<file path="config.mk">
export PLATFORM = sky130hd
export DESIGN_NAME = pipe_idex_hazard
export DESIGN_NICKNAME = d
export VERILOG_FILES = /design/src/rtl/pipe_idex_hazard.sv
export SDC_FILE = /design/constraint.sdc
export NUM_CORES = 1
export LEC_CHECK = 0
export BUFFER_PORTS_ARGS = -buffer_cell sky130_fd_sc_hd__buf_2
export CAP_MARGIN = 20
export CORE_UTILIZATION = 45
export CTS_BUF_LIST = sky130_fd_sc_hd__clkbuf_8
export CTS_CLUSTER_DIAMETER = 60
export DETAILED_ROUTE_END_ITERATION = 12
export PLACE_DENSITY = 0.89
export SETUP_SLACK_MARGIN = 0.5
export SLEW_MARGIN = 10
export SYNTH_ARGS = -nofsm -noshare
export SYNTH_HDL_FRONTEND = slang
export SYNTH_SLANG_ARGS = --single-unit
export TNS_END_PERCENT = 50
</file>
<file path="constraint.sdc">
create_clock -name clk -period 1.85 [get_ports clk]
set_clock_uncertainty 0.05 [all_clocks]
set_input_delay 0.37 -clock clk [delete_from_list [all_inputs] [get_ports clk]]
set_output_delay 0.37 -clock clk [all_outputs]
set_load 0.05 [all_outputs]
</file>
<file path="src/rtl/pipe_idex_hazard.sv">
//-----------------------------------------------------------------------------
// pipe_idex_hazard
//
// ID-to-EX pipeline register with load-use hazard detection and a small
// stall FSM. The register captures the forwarded decode operands and the
// decode control fields, and presents them to the EX stage (*_IDtoEX,
// load_true_EX). When the instruction in decode reads the destination of a
// load sitting in EX, IF/ID is held (stall_IF) for LOAD_LAT cycles and a
// bubble (all-zero payload) is injected into EX for each of those cycles.
//
// Parameters
//   NUM_DOMAINS : 8-bit RNS residue lanes per op1/op2 operand
//   LOAD_LAT    : stall cycles per load-use hazard, 1..7
//   OPC_W       : opcode width
//
// Ports
//   clk, rst_n                 : rising-edge clock, async active-low reset
//   en                         : global advance; 0 freezes all state
//   flush                      : kills the instruction entering EX
//   op*_addr_IFID              : decode source addresses (op3 is 3 bits)
//   op*_data_FWD_ID            : forwarded decode operands
//   opcode_IFID, dest_addr_IFID: decode opcode and destination
//   reg_wr_en_IFID             : decode instruction writes a register
//   load_true_IFID             : decode instruction is a load
//   reg_rd_en_IFID             : decode source addresses are meaningful
//   op*_addr_IDtoEX, op*_data_IDtoEX, opcode_IDtoEX, dest_addr_IDtoEX,
//   reg_wr_en_IDtoEX, load_true_EX : registered EX-stage payload
//   stall_IF                   : combinational hold for PC and IF/ID
//   stall_cycles               : saturating count of stalled cycles
//-----------------------------------------------------------------------------
module pipe_idex_hazard #(
    parameter int NUM_DOMAINS = 1,
    parameter int LOAD_LAT    = 1,
    parameter int OPC_W       = 5
) (
    input  logic                     clk,
    input  logic                     rst_n,
    input  logic                     en,
    input  logic                     flush,

    input  logic [3:0]               op1_addr_IFID,
    input  logic [3:0]               op2_addr_IFID,
    input  logic [2:0]               op3_addr_IFID,
    input  logic [NUM_DOMAINS*8-1:0] op1_data_FWD_ID,
    input  logic [NUM_DOMAINS*8-1:0] op2_data_FWD_ID,
    input  logic [7:0]               op3_data_FWD_ID,
    input  logic [OPC_W-1:0]         opcode_IFID,
    input  logic [3:0]               dest_addr_IFID,
    input  logic                     reg_wr_en_IFID,
    input  logic                     load_true_IFID,
    input  logic                     reg_rd_en_IFID,

    output logic [3:0]               op1_addr_IDtoEX,
    output logic [3:0]               op2_addr_IDtoEX,
    output logic [2:0]               op3_addr_IDtoEX,
    output logic [NUM_DOMAINS*8-1:0] op1_data_IDtoEX,
    output logic [NUM_DOMAINS*8-1:0] op2_data_IDtoEX,
    output logic [7:0]               op3_data_IDtoEX,
    output logic [OPC_W-1:0]         opcode_IDtoEX,
    output logic [3:0]               dest_addr_IDtoEX,
    output logic                     reg_wr_en_IDtoEX,
    output logic                     load_true_EX,
    output logic                     stall_IF,
    output logic [15:0]              stall_cycles
);

    localparam int DW = NUM_DOMAINS * 8;

    // Remaining stall count after the hazard cycle itself.
    localparam logic [2:0] STALL_RELOAD = 3'(LOAD_LAT - 1);

    typedef enum logic {
        RUN   = 1'b0,
        STALL = 1'b1
    } state_t;

    // Everything the EX stage sees; an all-zero value is a bubble.
    typedef struct packed {
        logic [3:0]       op1_addr;
        logic [3:0]       op2_addr;
        logic [2:0]       op3_addr;
        logic [DW-1:0]    op1_data;
        logic [DW-1:0]    op2_data;
        logic [7:0]       op3_data;
        logic [OPC_W-1:0] opcode;
        logic [3:0]       dest_addr;
        logic             reg_wr_en;
        logic             load_true;
    } idex_t;

    state_t      state, state_nxt;
    logic [2:0]  cnt, cnt_nxt;
    idex_t       ex_q, ex_nxt, id_in;
    logic [15:0] stall_cnt_q;
    logic        src_match;
    logic        hazard;

    assign id_in = '{
        op1_addr : op1_addr_IFID,
        op2_addr : op2_addr_IFID,
        op3_addr : op3_addr_IFID,
        op1_data : op1_data_FWD_ID,
        op2_data : op2_data_FWD_ID,
        op3_data : op3_data_FWD_ID,
        opcode   : opcode_IFID,
        dest_addr: dest_addr_IFID,
        reg_wr_en: reg_wr_en_IFID,
        load_true: load_true_IFID
    };

    //-------------------------------------------------------------------------
    // Hazard detection. Register 0 is an ordinary register here, so a match
    // on address 0 is a genuine dependency.
    //-------------------------------------------------------------------------
    assign src_match = (op1_addr_IFID == ex_q.dest_addr) ||
                       (op2_addr_IFID == ex_q.dest_addr) ||
                       ({1'b0, op3_addr_IFID} == ex_q.dest_addr);

    assign hazard = (state == RUN) && ex_q.load_true && ex_q.reg_wr_en &&
                    reg_rd_en_IFID && src_match;

    // A flush discards the dependent instruction anyway, so it never stalls.
    assign stall_IF = !flush && (hazard || (state == STALL));

    //-------------------------------------------------------------------------
    // Stall FSM next state. With LOAD_LAT == 1 the hazard cycle alone covers
    // the latency and the FSM never leaves RUN.
    //-------------------------------------------------------------------------
    // NOTE: every combinational output gets a default before any branch, so
    // no path leaves a signal unassigned and no latch is inferred.
    always_comb begin
        state_nxt = state;
        cnt_nxt   = cnt;
        if (flush) begin
            state_nxt = RUN;
            cnt_nxt   = '0;
        end else begin
            case (state)
                RUN: begin
                    if (hazard && (LOAD_LAT > 1)) begin
                        state_nxt = STALL;
                        cnt_nxt   = STALL_RELOAD;
                    end
                end
                STALL: begin
                    if (cnt <= 3'd1) begin
                        state_nxt = RUN;
                        cnt_nxt   = '0;
                    end else begin
                        cnt_nxt = cnt - 3'd1;
                    end
                end
                default: begin
                    state_nxt = RUN;
                    cnt_nxt   = '0;
                end
            endcase
        end
    end

    // Payload: a bubble on flush or stall, otherwise the decode instruction.
    always_comb begin
        ex_nxt = id_in;
        if (flush || stall_IF) begin
            ex_nxt = '0;
        end
    end

    //-------------------------------------------------------------------------
    // State registers. en=0 freezes everything, including the stall counter.
    //-------------------------------------------------------------------------
    // NOTE: sequential state uses non-blocking assignments so every register
    // samples pre-edge values regardless of statement order.
    always_ff @(posedge clk or negedge rst_n) begin
        if (!rst_n) begin
            state       <= RUN;
            cnt         <= '0;
            ex_q        <= '0;
            stall_cnt_q <= '0;
        end else if (en) begin
            state <= state_nxt;
            cnt   <= cnt_nxt;
            ex_q  <= ex_nxt;
            if (stall_IF && (stall_cnt_q != 16'hFFFF)) begin
                stall_cnt_q <= stall_cnt_q + 16'd1;
            end
        end
    end

    assign op1_addr_IDtoEX  = ex_q.op1_addr;
    assign op2_addr_IDtoEX  = ex_q.op2_addr;
    assign op3_addr_IDtoEX  = ex_q.op3_addr;
    assign op1_data_IDtoEX  = ex_q.op1_data;
    assign op2_data_IDtoEX  = ex_q.op2_data;
    assign op3_data_IDtoEX  = ex_q.op3_data;
    assign opcode_IDtoEX    = ex_q.opcode;
    assign dest_addr_IDtoEX = ex_q.dest_addr;
    assign reg_wr_en_IDtoEX = ex_q.reg_wr_en;
    assign load_true_EX     = ex_q.load_true;
    assign stall_cycles     = stall_cnt_q;

endmodule

</file>
Yosys cells after proc, flatten, opt, wreduce, memory -nomap -nowiden
Cells that the tools add are included.

word-level totals
  register bits after elaboration = 66
  input port bits = 51
  output and inout port bits = 63
  logic and storage cells = 42

cells by class
  $add $sub $neg = 2
  order comparisons = 1
  equal/unequal tests = 4
  muxes and demuxes = 7
  bitwise operators = 1
  reduce and logical (&&, ||, !) cells = 14

operators by type and width
  cell                                                  number
  2-to-1 mux 46 bit                                     1
  adder 16 x 1 -> 16 bit (second input constant)        1
  != test 16 bit (second input constant)                1
  2-to-1 mux 3 bit                                      3
  == test 4 bit                                         2
  logical AND 1 bit                                     6
  == test 3 x 4 -> 1 bit                                1
  logical OR 1 bit                                      4
  AND reduction 2 bit                                   2
  <= comparator 3 x 1 -> 1 bit (second input constant)  1
  2-to-1 mux 1 bit                                      3
  subtractor 3 x 1 -> 3 bit (second input constant)     1
  nonzero test 2 bit                                    1
  logical NOT 1 bit                                     1
  NOT 1 bit                                             1

Logic depth before layout (Yosys ltp)
Gate-level depths: netlist (run 1).

  depth after elaboration = 9
  depth in mapped cells = 7

Worst setup path after synthesis (run 1)
Ideal clock, no wire load.

  path kind = register to output
  from = register ex_q, in the netlist dest_addr_IDtoEX[2]
  to = output port stall_IF
  data arrival time = 2.187 ns
  data required time = 1.430 ns
  setup slack = -0.757 ns
  cell stages (with the launch flop) = 6
  cell sequence = dfrtp_1 > xor2_1 > or4_4 > nand3_4 > a21oi_1 > nor2_1

between the ends
  cells in the longest elaborated chain, start to end = 6
  elaborated cells between the ends (all ways) = 8
  classes of those cells = eq/ne: 3; reduce/logical: 5

ends and longest elaborated chain
  what                              line      text
  start: declaration                93        idex_t ex_q, ex_nxt, id_in;
  start signal: assignment          183       ex_q <= ex_nxt;
  == test 4 bit (on tied branches)  115, 116
  logical OR 1 bit                  115       assign src_match = (op1_addr_IFID == ex_q.dest_addr) ||
  logical OR 1 bit (*)              116       (op2_addr_IFID == ex_q.dest_addr) ||
  logical AND 1 bit (*)             120       reg_rd_en_IFID && src_match;
  logical OR 1 bit (*)              123       assign stall_IF = !flush && (hazard || (state == STALL));
  logical AND 1 bit (*)             123
  end: declaration                  63        output logic stall_IF,

Every way passes the cells marked *; elsewhere a longest branch is shown, timed or not.

Worst setup path after layout (run 1)
  from = register ex_q, in the netlist dest_addr_IDtoEX[0]
  to = output port stall_IF

The elaborated chain is that of the path after synthesis.

==> results.txt, run 1 <==
----------------------------------------------------
[Status]
  Result of the run ... complete, but fails checks
  Violated checks ... setup timing

[Route]
  Detailed-route wire length per cell ... 20.3 um
  Detailed-route via count ... 2500
  DR vias/cell ... 5.64
  Post-detailed-route count of antenna-violating nets ... 0
  Remaining routing DRC violations ... 0
  Number of design-rule violations left by the first detailed-router iteration ... 154
  DR pass1 iterations ... 5
  Total wire length after detailed routing ... 8980 um

[Place]
  Post-DP Area ... about 3700 um^2
  Routability-driven placement congestion ratio ... around 0.81
  Post-placement setup slack ... -273 ps
  PortBufs ... 113
  Detailed-placement wirelength estimate ... 4840 um

[Synthesis]
  Flops & latches, synth ... 66
  Area of the mapped netlist ... 2810 um^2
  Synthesis Warnings ... 0
  Net count after synthesis ... 272
  Post-synthesis sequential area ratio ... 0.588
  Post-synthesis cell count ... ~220
  Number of distinct standard cells referenced by the synthesized netlist ... 32
  Post-synthesis area per instance ... 12.9 um^2

[Pwr]
  Static Leak ... 2.20 nW
  Clock network power share ... 0.331
  Comb power frac ... 0.257
  Switch share ... 0.334
  Largest voltage drop on the vdd net ... 0.633 mV
  Internal power ... 2.60 mW
  Switching pwr ... 1.30 mW
  Power density over the cells ... between 800 and 900 nW/um^2
  Sequential share of power ... 0.411

[GRT]
  Total Routing Usage GR ... 0.276
  Number of global-route vias before repair ... 2616
  Wire length of the first global-routing pass ... 13200 um
  Largest net degree at the start of global routing ... 67
  Grt total ovfl ... 0
  Antenna violations before repair ... 0

[Die]
  Top-Level Pins ... 114
  Total Die Area ... 6560 um^2
  # rows ... 28
  DIE WIDTH ... 81.0 um
  Die H ... 81.0 um
  CORE AREA ... 5960 um^2
  Starting utilization of the core area ... 0.472

[Worst setup path]
  Required time of the critical path ... 1430 ps
  CP Capture Type ... output pin
  R2r setup slk ... -350 ps
  Startpoint of the most critical register-to-register path ... dest_addr_IDtoEX[0]
  Worst setup path class ... flop to output pin
  Critical path peak fanout ... 2
  Worst r2r path cells ... 10
  Category of the worst setup path launch point ... flop
  Endpoint of the worst register-to-register path ... op2_data_IDtoEX[4]
  Worst endpoint data arrival time ... around 1900 ps

[Layout]
  Nets ... between 400 and 500
  Leading cell types in the layout, fill and taps excluded ... buf_6 (60), buf_2 (54), dfrtp_1 (51)
  Area delta synth->final ... 63.2%
  Share of post-route cells with drive strength above 1 ... 0.565
  Number of diodes ... 0
  Post-route cell area ... 4580 um^2
  Most frequent standard cell in the layout excluding fill and tap cells ... buf_6

[STA]
  Measured slew at the worst slew-check pin ... a little under 800 ps
  Relative max-transition margin ... 0.464
  Number of hold violations in the final report ... 0
  Peak Freq ... 436 MHz
  Final setup TNS ... -13370 ps
  Final worst-path setup slack ... -442 ps
  Period utilization ... 1.24
  Setup repair after global routing missed its margin ... true
  Final-report setup violation count ... 63
  Post-layout minimum cycle time ... approximately 2300 ps
  Slew Limit Fails ... 0

[Job]
  Max-capacitance violation count ... 0

[Clock tree]
  Total number of H-tree levels ... 3
  Skew-Pair Late Insertion Delay ... 340 ps
  Clock Pin Slew Worst Setup and Hold Paths ... 100 ps
  Buffers from clock root to sink, at most ... 2
  Buffer type at the clock tree root ... clkbuf_8
  CTS tree ... yes
  Number of buffers added by the clock tree synthesis step ... 9
  Number of clock sinks ... 66

[Hold path]
  HP Start ... op1_data_FWD_ID[0]
  Number of cells on the worst hold path ... 2
  Endpoint of the worst hold path ... op1_data_IDtoEX[0]
  Worst min-delay path class ... primary input to flop

----------------------------------------------------
==> kinds of logic after synthesis <==
| logic type | share of synthesized area |
|---|---|
| xor gates and xnor gates | 0.0811 |
| DFF | 0.588 |
| and+or+nand+nor | 0.105 |
| AOI/OAI and AO/OA | 0.176 |
| adders and majority gates | 0.0134 |
| muxes | 0.00401 |
| buffers and inverters | 0.0330 |
==> area by class of cell <==
cell class	instances	area (um^2)
Clock buffer	9	124
Clock inverter	7	81.3
Fill cell	341	1370
Inverter	5	18.8
Multi-Input combinational cell	136	1240
Sequential cell	66	1670
Tap cell	75	93.8
Timing Repair Buffer	145	1350
==> state kept, by name, indices dropped and copies added (netlist names), 4 cells and up <==
name and flops:
stall_cycles 16, op1_data_IDtoEX 8, op2_data_IDtoEX 8, op3_data_IDtoEX 8
opcode_IDtoEX 5, dest_addr_IDtoEX 4, op1_addr_IDtoEX 4, op2_addr_IDtoEX 4
==> cells in the mapped netlist <==
| cell type | n | area, um^2 |
|---|---|---|
| dfrtp_1 | 66 | 1650 |
| a22o_1 | 45 | 394 |
| xnor2_1 | 23 | 201 |
| nand3_1 | 13 | 65.1 |
| nand2_1 | 6 | 22.5 |
| and3_1 | 5 | 31.3 |
| clkbuf_1 | 5 | 18.8 |
| inv_1 | 5 | 18.8 |
| nand4_1 | 5 | 31.3 |
| nor2_1 | 5 | 18.8 |
| a21oi_1 | 4 | 20.0 |
| buf_6 | 4 | 45.0 |
| ha_1 | 3 | 37.5 |
| nor3_1 | 3 | 15.0 |
| nor4_1 | 3 | 18.8 |
| xor2_1 | 3 | 26.3 |
| buf_2 | 2 | 10.0 |
| nand3b_1 | 2 | 15.0 |
| nand4_2 | 2 | 25.0 |
| o21ai_0 | 2 | 10.0 |
| a2111oi_4 | 1 | 27.5 |
| a21o_1 | 1 | 7.51 |
| a22o_2 | 1 | 10.0 |
| and2_1 | 1 | 6.26 |
| and4_1 | 1 | 8.76 |
| mux2_2 | 1 | 11.3 |
| nand3_4 | 1 | 17.5 |
| nand4b_1 | 1 | 8.76 |
| o21bai_1 | 1 | 7.51 |
| o31ai_1 | 1 | 7.51 |
| o41ai_1 | 1 | 8.76 |
| or4_4 | 1 | 11.3 |
==> how the worst max path moves through the flow <==
stage                        start        to  depth (start not counted)  slack [ps]
4_1_cts        dest_addr_IDtoEX[1]  stall_IF                          6        -430
2_1_floorplan  dest_addr_IDtoEX[1]  stall_IF                          5        -260
3_3_place_gp      op3_addr_IFID[1]  stall_IF                          7        -250
6_report       dest_addr_IDtoEX[0]  stall_IF                          6        -440
3_5_place_dp      op3_addr_IFID[1]  stall_IF                          7        -270
5_1_grt        dest_addr_IDtoEX[0]  stall_IF                          6        -500
==> critical path, stage by stage, from the launching register on <==
cell and delay, ps:
dfrtp_2 440, xor2_1 180, or4_4 510, nand3_4 90, a21oi_4 60, nor2_4 100, buf_8 150
==> repair_timing <==
item	4_1_cts	5_1_grt
gates cloned	4	0
pin swaps	14	9
resized for setup	132	25
hold buffers	1	0
buffers inserted	5	4
endpoints found under the setup margin	127	123
endpoints found under the hold margin	48	0
==> routing by layer <==
layer  wire, um  track usage  share of wire
met4        243        0.146          0.027
met3        403       0.0573          0.045
met5          0            0              0
met2       4760        0.459           0.53
met1       3580        0.336           0.40
==> stage by stage <==
step,hold WS (ps),power [mW],instances,utilization
finish,178,3.90,443,0.770
global route,181,4.04,443,0.770
CTS,171,3.84,439,0.743
detailed placement,364,2.37,413,0.615
global placement,356,2.35,413,0.615
floorplan,24.4,2.12,218,-
==> power groups by stage <==
| stage | Sequential [mW] | Combinational (mW) | Clock, mW |
|---|---|---|---|
| after floorplan | 1.92 | 0.200 | 0 |
| after global placement | 1.60 | 0.748 | 0 |
| after detailed placement | 1.60 | 0.766 | 0 |
| after CTS | 1.60 | 0.948 | 1.30 |
| after global routing | 1.61 | 1.04 | 1.38 |
| final | 1.61 | 1.00 | 1.29 |
No activity file was read; power rests on OpenSTA's default activity.
==> inputs of run 2 (changes only) <==
Settings changed: CORE_ASPECT_RATIO set to 0.7.
==> results.txt, run 2 (synthesis gave the netlist of run 1 again) <==
----------------------------------------------------
[Status]
  Result of the run ... complete, but fails checks
  Violated checks ... hold timing, setup timing

[Worst setup path]
  R2r setup slk ... -420 ps (-70 ps)
  Category of the worst setup path launch point ... flop
  CP Capture Type ... output pin
  Startpoint of the most critical register-to-register path ... dest_addr_IDtoEX[1]
  Worst setup path class ... flop to output pin
  Endpoint of the worst register-to-register path ... op2_data_IDtoEX[7]
  Slowest-stage cell, CP ... or4_4
  Critical path, cell by cell ... xor2_1, or4_4, nand3_4, a21oi_4, nor2_4, buf_8
  Critical path peak fanout ... 2 (unchanged)
  Largest stage delay, worst path ... 550 ps (+40 ps)
  Worst r2r path cells ... 9 (-1)
  Required time of the critical path ... 1430 ps (about the same)
  Worst endpoint data arrival time ... 1880 ps (about the same)

[Layout]
  Leading cell types in the layout, fill and taps excluded ... buf_2 (56), dfrtp_1 (50), buf_6 (49)
  Number of diodes ... 0 (unchanged)
  Share of post-route cells with drive strength above 1 ... 0.543 (-0.0223)
  Nets ... 410 (-1.7%)
  Count of fill cells added during filler insertion ... 360 (+5.6%)
  Final Core Density ... 0.759 (-0.0104)
  Most frequent standard cell in the layout excluding fill and tap cells ... buf_2
  Max FFs per register ... 16 (unchanged)
  Area delta synth->final ... 58.7%

[Clock tree]
  Clock Pin Slew Worst Setup and Hold Paths ... 70 ps (-30 ps)
  Total number of H-tree levels ... 3 (unchanged)
  Post-cts hold buffer count ... 0 (-1)
  Buffer type at the clock tree root ... clkbuf_8
  CTS tree ... yes
  Buffers from clock root to sink, at most ... 2 (unchanged)
  Number of buffers added by the clock tree synthesis step ... 9 (unchanged)
  Skew-Pair Late Insertion Delay ... 340 ps (about the same)
  Number of clock sinks ... 66 (unchanged)

[Route]
  Remaining routing DRC violations ... 0 (unchanged)
  DR vias/cell ... 5.45 (-3.4%)
  Post-detailed-route count of antenna-violating nets ... 0 (unchanged)
  DR pass1 iterations ... 4 (-1)
  Total wire length after detailed routing ... 7700 um (-14%)
  Number of design-rule violations left by the first detailed-router iteration ... 129 (-16%)
  Detailed-route wire length per cell ... 17.7 um (-13%)
  Detailed-route via count ... 2376 (-5.0%)

[Die]
  Die H ... 68.1 um (-16%)
  Top-Level Pins ... 114 (unchanged)
  DIE WIDTH ... 96.4 um (+19%)
  Starting utilization of the core area ... 0.478 (+0.00684)
  Total Die Area ... 6570 um^2 (about the same)
  # rows ... 23 (-18%)
  CORE AREA ... 5870 um^2 (-1.4%)

[STA]
  Number of hold violations in the final report ... 19 (+19)
  Post-layout minimum cycle time ... 2300 ps (+8.67 ps)
  Final setup TNS ... -17020 ps (-3650 ps)
  Measured slew at the worst slew-check pin ... 646 ps (-150 ps)
  Final-report setup violation count ... 63 (unchanged)
  Period utilization ... 1.24 (+0.00469)
  Relative max-transition margin ... 0.565 (+0.101)
  Setup repair after global routing missed its margin ... true
  Final worst-path setup slack ... -451 ps (-8.67 ps)
  Peak Freq ... 435 MHz (-0.38%)
  Final worst hold slack ... -41.2 ps (-219 ps)
  Slew Limit Fails ... 0 (unchanged)

[Job]
  Max-capacitance violation count ... 0 (unchanged)

[Pwr]
  Static Leak ... 2.13 nW (-3.3%)
  Pwr Total ... 3.78 mW (-3.1%)
  Largest voltage drop on the vdd net ... 0.487 mV (-23%)
  Power density over the cells ... 849 nW/um^2 (-0.35%)

[GRT]
  Total Routing Usage GR ... 0.240 (-0.0362)
  Wire length of the first global-routing pass ... 11600 um (-12%)
  Grt total ovfl ... 0 (unchanged)
  Number of global-route vias before repair ... 2380 (-9.0%)
  Antenna violations before repair ... 0 (unchanged)
  Largest net degree at the start of global routing ... 67 (unchanged)

[Place]
  Post-placement setup slack ... -327 ps (-54.0 ps)
  PortBufs ... 113 (unchanged)
  Routability-driven placement congestion ratio ... 0.762 (-5.9%)
  Detailed-placement wirelength estimate ... 4830 um (-0.21%)

[Hold path]
  Worst min-delay path class ... primary input to asynchronous set/reset pin

----------------------------------------------------
## run 2: how the worst max path moves through the flow
stage,depth (start not counted),from,to
after floorplan,5,dest_addr_IDtoEX[1],stall_IF
after global placement,7,op3_addr_IFID[1],stall_IF
after detailed placement,7,op3_addr_IFID[1],stall_IF
after CTS,6,dest_addr_IDtoEX[1],stall_IF
after global routing,6,dest_addr_IDtoEX[1],stall_IF
final,6,dest_addr_IDtoEX[1],stall_IF
## run 2: where the power goes
group | internal (mW) | leakage [nW] | switching (mW) | total (mW)
Sequential | 1.53 | 0.854 | 0.0711 | 1.60
Clock | 0.658 | 0.0945 | 0.562 | 1.22
Combinational | 0.407 | 1.18 | 0.554 | 0.961
## run 2: worst max-delay path, delay by kind of cell, from the launching register on
kind	cells	cell delay, ps
buffers and inverters	1	150
xor gates and xnor gates	1	170
AOI/OAI and AO/OA	1	60
DFF	1	410
and+or+nand+nor	3	750
## run 2: what timing repair did
action | CTS | global route
gates cloned | 2 | 0
gates resized for setup | 102 | 45
setup buffers | 3 | 2
setup endpoints to repair | 126 | 128
pin swaps | 5 | 5
## run 2: final cells by class
type                       count  area, um^2  share of cell area
sequential                    66        1670               0.375
timing repair buffer         138        1270               0.286
multi-input combinational    136        1200               0.268
clock buffer                  10         138              0.0309
tap                           75        93.8              0.0211
clock inverter                 6        66.3              0.0149
inverter                       5        18.8             0.00421
## run 2: stage by stage
stage | instances | area (um^2)
after floorplan | 218 | 2930
after global placement | 413 | 3680
after detailed placement | 413 | 3680
after CTS | 434 | 4280
after global routing | 436 | 4460
final | 436 | 4460
## run 2: routing by layer
layer  track usage  share of wire  vias to the layer above  wire [um]
li1              -              -                     1088          -
met3        0.0667          0.052                       16        399
met4        0.0846          0.017                        0        132
met2         0.382           0.50                       89       3880
met5             0              0                        -          0
met1         0.317           0.43                     1183       3290
